## src/rtl/inst_fetch.sv

```systemverilog
// Instruction fetch stage: one outstanding word-fetch, a single output
// register toward decode, redirect handling and a wait-cycle counter.
module inst_fetch #(
    parameter logic [31:0] RESET_PC = 32'h0000_0000
) (
    input  logic        clk,
    input  logic        rst_n,
    output logic        imem_cs,
    output logic [9:0]  imem_addr,
    input  logic [31:0] imem_data,
    input  logic        imem_ack,
    input  logic        stall,
    input  logic        redirect,
    input  logic [31:0] redirect_pc,
    output logic        if_valid,
    output logic [31:0] if_inst,
    output logic [31:0] if_pc,
    output logic [15:0] wait_cycles
);

    typedef enum logic {
        IDLE,
        FETCH
    } state_e;

    state_e      state_q, state_d;
    logic [31:0] pc_q, pc_d;
    logic [31:0] inst_q, inst_d;
    logic [31:0] ifpc_q, ifpc_d;
    logic        valid_q, valid_d;
    logic [15:0] wait_q, wait_d;
    logic        slot_free;
    logic        capture;
    logic        unused_rpc;

    assign unused_rpc = ^redirect_pc[1:0];

    always_comb begin
        state_d   = state_q;
        pc_d      = pc_q;
        inst_d    = inst_q;
        ifpc_d    = ifpc_q;
        valid_d   = valid_q;
        wait_d    = wait_q;
        slot_free = !valid_q || !stall;
        capture   = 1'b0;
        unique case (state_q)
            IDLE: begin
                state_d = FETCH;
            end
            FETCH: begin
                capture = imem_ack && slot_free && !redirect;
                // Redirect wins over everything, including a same-cycle ack.
                if (redirect) begin
                    pc_d    = {redirect_pc[31:2], 2'b00};
                    valid_d = 1'b0;
                end else if (capture) begin
                    inst_d  = imem_data;
                    ifpc_d  = pc_q;
                    valid_d = 1'b1;
                    pc_d    = pc_q + 32'd4;
                end else if (valid_q && !stall) begin
                    valid_d = 1'b0;
                end
                if (!capture && wait_q != 16'hFFFF) begin
                    wait_d = wait_q + 16'd1;
                end
            end
        endcase
    end

    always_ff @(posedge clk) begin
        if (!rst_n) begin
            state_q <= IDLE;
            pc_q    <= RESET_PC;
            inst_q  <= 32'h0;
            ifpc_q  <= 32'h0;
            valid_q <= 1'b0;
            wait_q  <= 16'h0;
        end else begin
            state_q <= state_d;
            pc_q    <= pc_d;
            inst_q  <= inst_d;
            ifpc_q  <= ifpc_d;
            valid_q <= valid_d;
            wait_q  <= wait_d;
        end
    end

    assign imem_cs     = (state_q == FETCH);
    assign imem_addr   = pc_q[11:2];
    assign if_valid    = valid_q;
    assign if_inst     = inst_q;
    assign if_pc       = ifpc_q;
    assign wait_cycles = wait_q;

endmodule
```

## config.mk

```make
export PLATFORM = sky130hd
export DESIGN_NAME = inst_fetch
export DESIGN_NICKNAME = d
export VERILOG_FILES = /design/src/rtl/inst_fetch.sv
export SDC_FILE = /design/constraint.sdc
export NUM_CORES = 1
export LEC_CHECK = 0
export ABC_AREA = 1
export BUFFER_PORTS_ARGS = -buffer_cell sky130_fd_sc_hd__buf_2
export CAP_MARGIN = 20
export CORE_MARGIN = 2
export CORE_UTILIZATION = 35
export DETAILED_ROUTE_END_ITERATION = 12
export PLACE_DENSITY = 0.61
export SLEW_MARGIN = 10
export SYNTH_ARGS = -nofsm -noshare
export SYNTH_HDL_FRONTEND = slang
export SYNTH_SLANG_ARGS = --single-unit
```

## constraint.sdc

```tcl
create_clock -name clk -period 3.81 [get_ports clk]
set_input_delay 0 -clock clk [delete_from_list [all_inputs] [get_ports clk]]
set_output_delay 0 -clock clk [all_outputs]
set_load 0.02 [all_outputs]
```

# Word level (Yosys, flattened, before mapping)

Index checks and enable logic that the tools add are counted.
W data, S select, Z words.

Register bits after elaboration: 114
Latch bits: 0
Memory bits (writable): 0
ROM bits: 0
Input bits: 69
Output and inout bits: 92
Word-level logic and storage cells: 31
Memories kept: 0

Add/subtract/negate cells: 2
$mul: 0
Div/mod/pow operators: 0
Order comparisons: 0
Equal/unequal tests: 1
Shift-type cells: 0
Multiplexer cells: 6
Bitwise gates (word level): 1
Reductions and logical operators: 15

Operators with widths:

| operator                | count |
|---|---|
| $mux W32                | 2 |
| $add A32 B3 Y32 const B | 1 |
| $add A16 B1 Y16 const B | 1 |
| $ne A16 B16 Y1 const B  | 1 |
| $reduce_and A2 Y1       | 3 |
| $logic_and A1 B1 Y1     | 4 |
| $logic_not A1 Y1        | 4 |
| $mux W1                 | 4 |
| $reduce_and A3 Y1       | 1 |
| $reduce_bool A3 Y1      | 1 |
| $reduce_bool A2 Y1      | 1 |
| $logic_or A1 B1 Y1      | 1 |
| $not A1 Y1              | 1 |

# Depth between registers and ports, before layout

Depth in word-level cells: 7
Mapped depth: 11
Depth with buffers taken out: 10

# Worst setup path after synthesis

Ideal clock, no wire load.

Path type: register to register
Start: register wait_q[0], in the netlist wait_cycles[0]
End: register wait_q[14], in the netlist wait_cycles[14]
Setup time: 132 ps
Arrival: 1633 ps
Data required time: 3678 ps
Path slack: 2045 ps
Cell stages (with the launch flop): 12
Buffers on the path: 1
Clock period less this slack: 1765 ps
Cells stage by stage: dfxtp_1 > ha_1 > nand3_2 > nor2_4 > nand2_4 > nor2_4 > nand2_2 > nand2_4 > inv_2 > buf_6 > nand2_1 > a21oi_2

Word-level cells in the longest chain between the ends: 3
Elaborated cells between the ends (all ways): 4
Those cells by class: add/sub (1); eq/ne (1); reduce/logical (2)

RTL lines:

| item                                                    | line | text |
|---|---|---|
| from (decl)                                             | 31   | `logic [15:0] wait_q, wait_d;` |
| from (signal assigned)                                  | 86   | `wait_q <= wait_d;` |
| branches (longest 3 deep; another with $add A16 B1 Y16) | -    |  |

Parallel ways; which one is timed is not known.
A chain may end at the register's enable or synchronous reset.

# Final worst setup path

Start: register pc_q[3]
End: register pc_q[28]

Word-level cells in the longest chain between the ends: 3

RTL lines:

| item                   | line | text |
|---|---|---|
| from (decl)            | 27   | `logic [31:0] pc_q, pc_d;` |
| from (signal assigned) | 82   | `pc_q <= pc_d;` |
| $add A32 B3 Y32        | 61   | `pc_d = pc_q + 32'd4;` |
| $mux W32               | 57   | `end else if (capture) begin` |
| $mux W32               | 54   | `if (redirect) begin` |

No other way between the ends. The select of a mux whose other input is x is not followed.

==> flow_summary.json <==
{
  "status": "finished clean",
  "r2r_end": "pc_q[28]",
  "grtUsageTotal_pct": 18.7,
  "cts.clk_slew.worst_paths_ns": 0.07,
  "power.density_nw_per_um2": 370,
  "hold_ws_ns": 0.0221,
  "antenna_cells": 0,
  "r2r_slack_ns": 1.73,
  "synth_top_area_share_pct": 40.5,
  "dp_cells": 1123,
  "area_growth_pct": 27.2,
  "post-route-min-period_ns": 2.08,
  "seqCellArea_um2": 2200,
  "ys_ff_latch": 110,
  "relSlewSlack_pct": 48.3,
  "hold_depth": 5,
  "final_layout_size_suffix_gt1_share_pct": 20.1,
  "postRouteAntennaNets": 0,
  "drt_wl_total_um": 15600,
  "p_total_mw": 2.56,
  "holdPathEnd": "pc_q[13]",
  "synthCells": 822,
  "worstSetupStartpointType": "flop",
  "min_from": "redirect_pc[13]",
  "critPathTopFamily": "simple AND/OR/NAND/NOR gates",
  "syn_area_per_cell_um2": 6.61,
  "crit_arrival_ns": 2.31,
  "cts_tree": "yes",
  "die_h_um": 129,
  "place_hpwl_um": 10600,
  "cellLeakagePower_nw": 2.88,
  "grt_pass1_vias": 5053,
  "drc": 0,
  "clock_path_buffers": 2,
  "yosysUniqueCellTypes": 32,
  "numPortBuffers": 156,
  "viasPerCell": 4.76,
  "overflow": 0,
  "synth_area_leader_cell": "dfxtp_1",
  "rows": 45,
  "crit_path_max_incr_delay_ns": 0.44,
  "dr.first_iter.drc_count": 248,
  "place_ws_ns": 1.61,
  "hold_violations": 0,
  "grt_max_degree": 82,
  "cp-end-kind": "flop",
  "cts-resized-gates": 0,
  "dpl-instance-area_um2": 6230,
  "final_cell_mix": "nand2_1 (179), buf_2 (156), nor2_1 (137)",
  "wl_per_cell_um": 13.3,
  "path_class": "flop to flop",
  "h-tree-depth": 3,
  "final_common_cell": "nand2_1",
  "dr.pass1.iters": 5,
  "finalNonFillerCells": 1176,
  "ir_worst_vdd_mv": 0.225,
  "grt_setup_unrepaired": "no",
  "dieArea_um2": 16500,
  "die_w_um": 129,
  "worst_slew_pin_slew_ns": 0.775,
  "hold_class": "input port to flop",
  "cts.sinks": 110,
  "fin_util_pct": 45.5,
  "skew_ns": 0.00907,
  "coreArea_um2": 15200,
  "yosysWarnings": 0,
  "numCtsBuffers": 9,
  "crit_top_cell": "nand2_1",
  "cts_setup_buffers": 0,
  "fin_crit_sh_pct": 54.5,
  "fill_cells": 1599,
  "cts_hold_buf": 38,
  "stdcell_area_um2": 6920,
  "ys_seq_area_share_pct": 40.5,
  "root_buffer": "clkbuf_16",
  "timing.fmax_mhz": 481,
  "slowest_stage": "dfxtp_1",
  "initial_core_util_pct": 35.8,
  "gp_congestion": 0.915,
  "cp.required_ns": 4.05,
  "netlist_area_um2": 5440,
  "cap_violations": 0,
  "reg2reg_depth": 10,
  "crit_chain": "ha_1, nand2_1, nor2_1, nand2_1, nor2_2, nand2_1, nand2_1, nand3_1, nand2_1, a21oi_1",
  "slew_viol_final": 0,
  "worstPathMaxFanout": 5,
  "vias": 5602,
  "timing.rr.start": "pc_q[3]",
  "worst_skew_pair.late_latency_ns": 0.35,
  "setup_slack_ns": 1.73,
  "setup_violations": 0,
  "yosys-top-cells-area": "dfxtp_1 (41%), nand2_1 (12%), nor2_1 (9.5%), a21oi_1 (9.0%), o21ai_0 (6.1%)",
  "antenna_found_initial": 0,
  "io-pin-count": 161,
  "grt_pass1_wl_um": 24600,
  "final_nets": 1055,
  "setup_tns_ns": 0,
  "multi_input_area_um2": 2640,
  "path_buf_inv": 0
}
-- sequential cells by signal (all words and copies together) (netlist names) --
| signal | count |
|---|---|
| if_valid | 1 |
| wait_cycles | 16 |
| if_pc | 30 |
| pc_q | 30 |
| if_inst | 32 |
| imem_cs | 1 |
-- per-layer routing --
metal	up-vias	global-route usage, %	share of wire (%)
met1	2500	24.7	49
met3	15	3.24	6.1
met4	0	6.84	1.8
li1	2924	-	-
met2	163	30.7	43
met5	-	0	0
-- layout make-up --
class                           instances  area share [%]
Multi-Input combinational cell        576            38.2
Sequential cell                       110            31.8
Timing Repair Buffer                  200            17.4
Inverter                               87            4.72
Tap cell                              188            3.40
Clock buffer                           11            3.36
Clock inverter                          4            1.05
-- worst min-delay path: cells and delay by family --
kind,cells,cell delay [ns]
buffers and inverters,1,0.10
and+or+nand+nor,2,0.11
AOI/OAI and AO/OA,2,0.12
-- how the worst max path moves through the flow --
| stage | from | to | cells after the start | slack (ns) |
|---|---|---|---|---|
| 2_1_floorplan | wait_cycles[0] | wait_cycles[14] | 11 | 2.05 |
| 3_3_place_gp | redirect | if_inst[10] | 6 | 1.65 |
| 3_5_place_dp | redirect | if_inst[10] | 6 | 1.61 |
| 4_1_cts | pc_q[3] | pc_q[28] | 10 | 1.70 |
| 5_1_grt | pc_q[3] | pc_q[28] | 10 | 1.50 |
| 6_report | pc_q[3] | pc_q[28] | 10 | 1.73 |
-- where the power goes --
| part | total (mW) | internal [mW] | switching, mW |
|---|---|---|---|
| Sequential | 1.23 | 1.19 | 0.0380 |
| Combinational | 0.318 | 0.124 | 0.195 |
| Clock | 1.01 | 0.573 | 0.434 |
| Total | 2.56 | 1.89 | 0.667 |
-- synth_stat cells, drive strengths merged --
library cell and number:
a21oi 105, a221oi 1, a31oi 3, and2 1, buf 26, clkbuf 24
conb 1, dfxtp 110, ha 2, inv 87, nand2 186, nand3 38
nand3b 1, nand4 6, nor2 143, nor3 6, o211ai 2, o21ai 66
o31ai 2, xnor2 5, xor2 7
-- logic make-up (layout without fill, tap and decap cells) --
family,count (synthesis),in the layout,synth area share [%]
XOR/XNOR,12,12,1.93
AND/OR/NAND/NOR,381,381,28.8
buffers and inverters,137,302,11.0
AO/OA/AOI/OAI,179,179,17.3
adder cells (fa/ha/maj),2,2,0.460
other,1,2,0.0690
flip-flops,110,110,40.5
(Power assumes the default switching activity.)
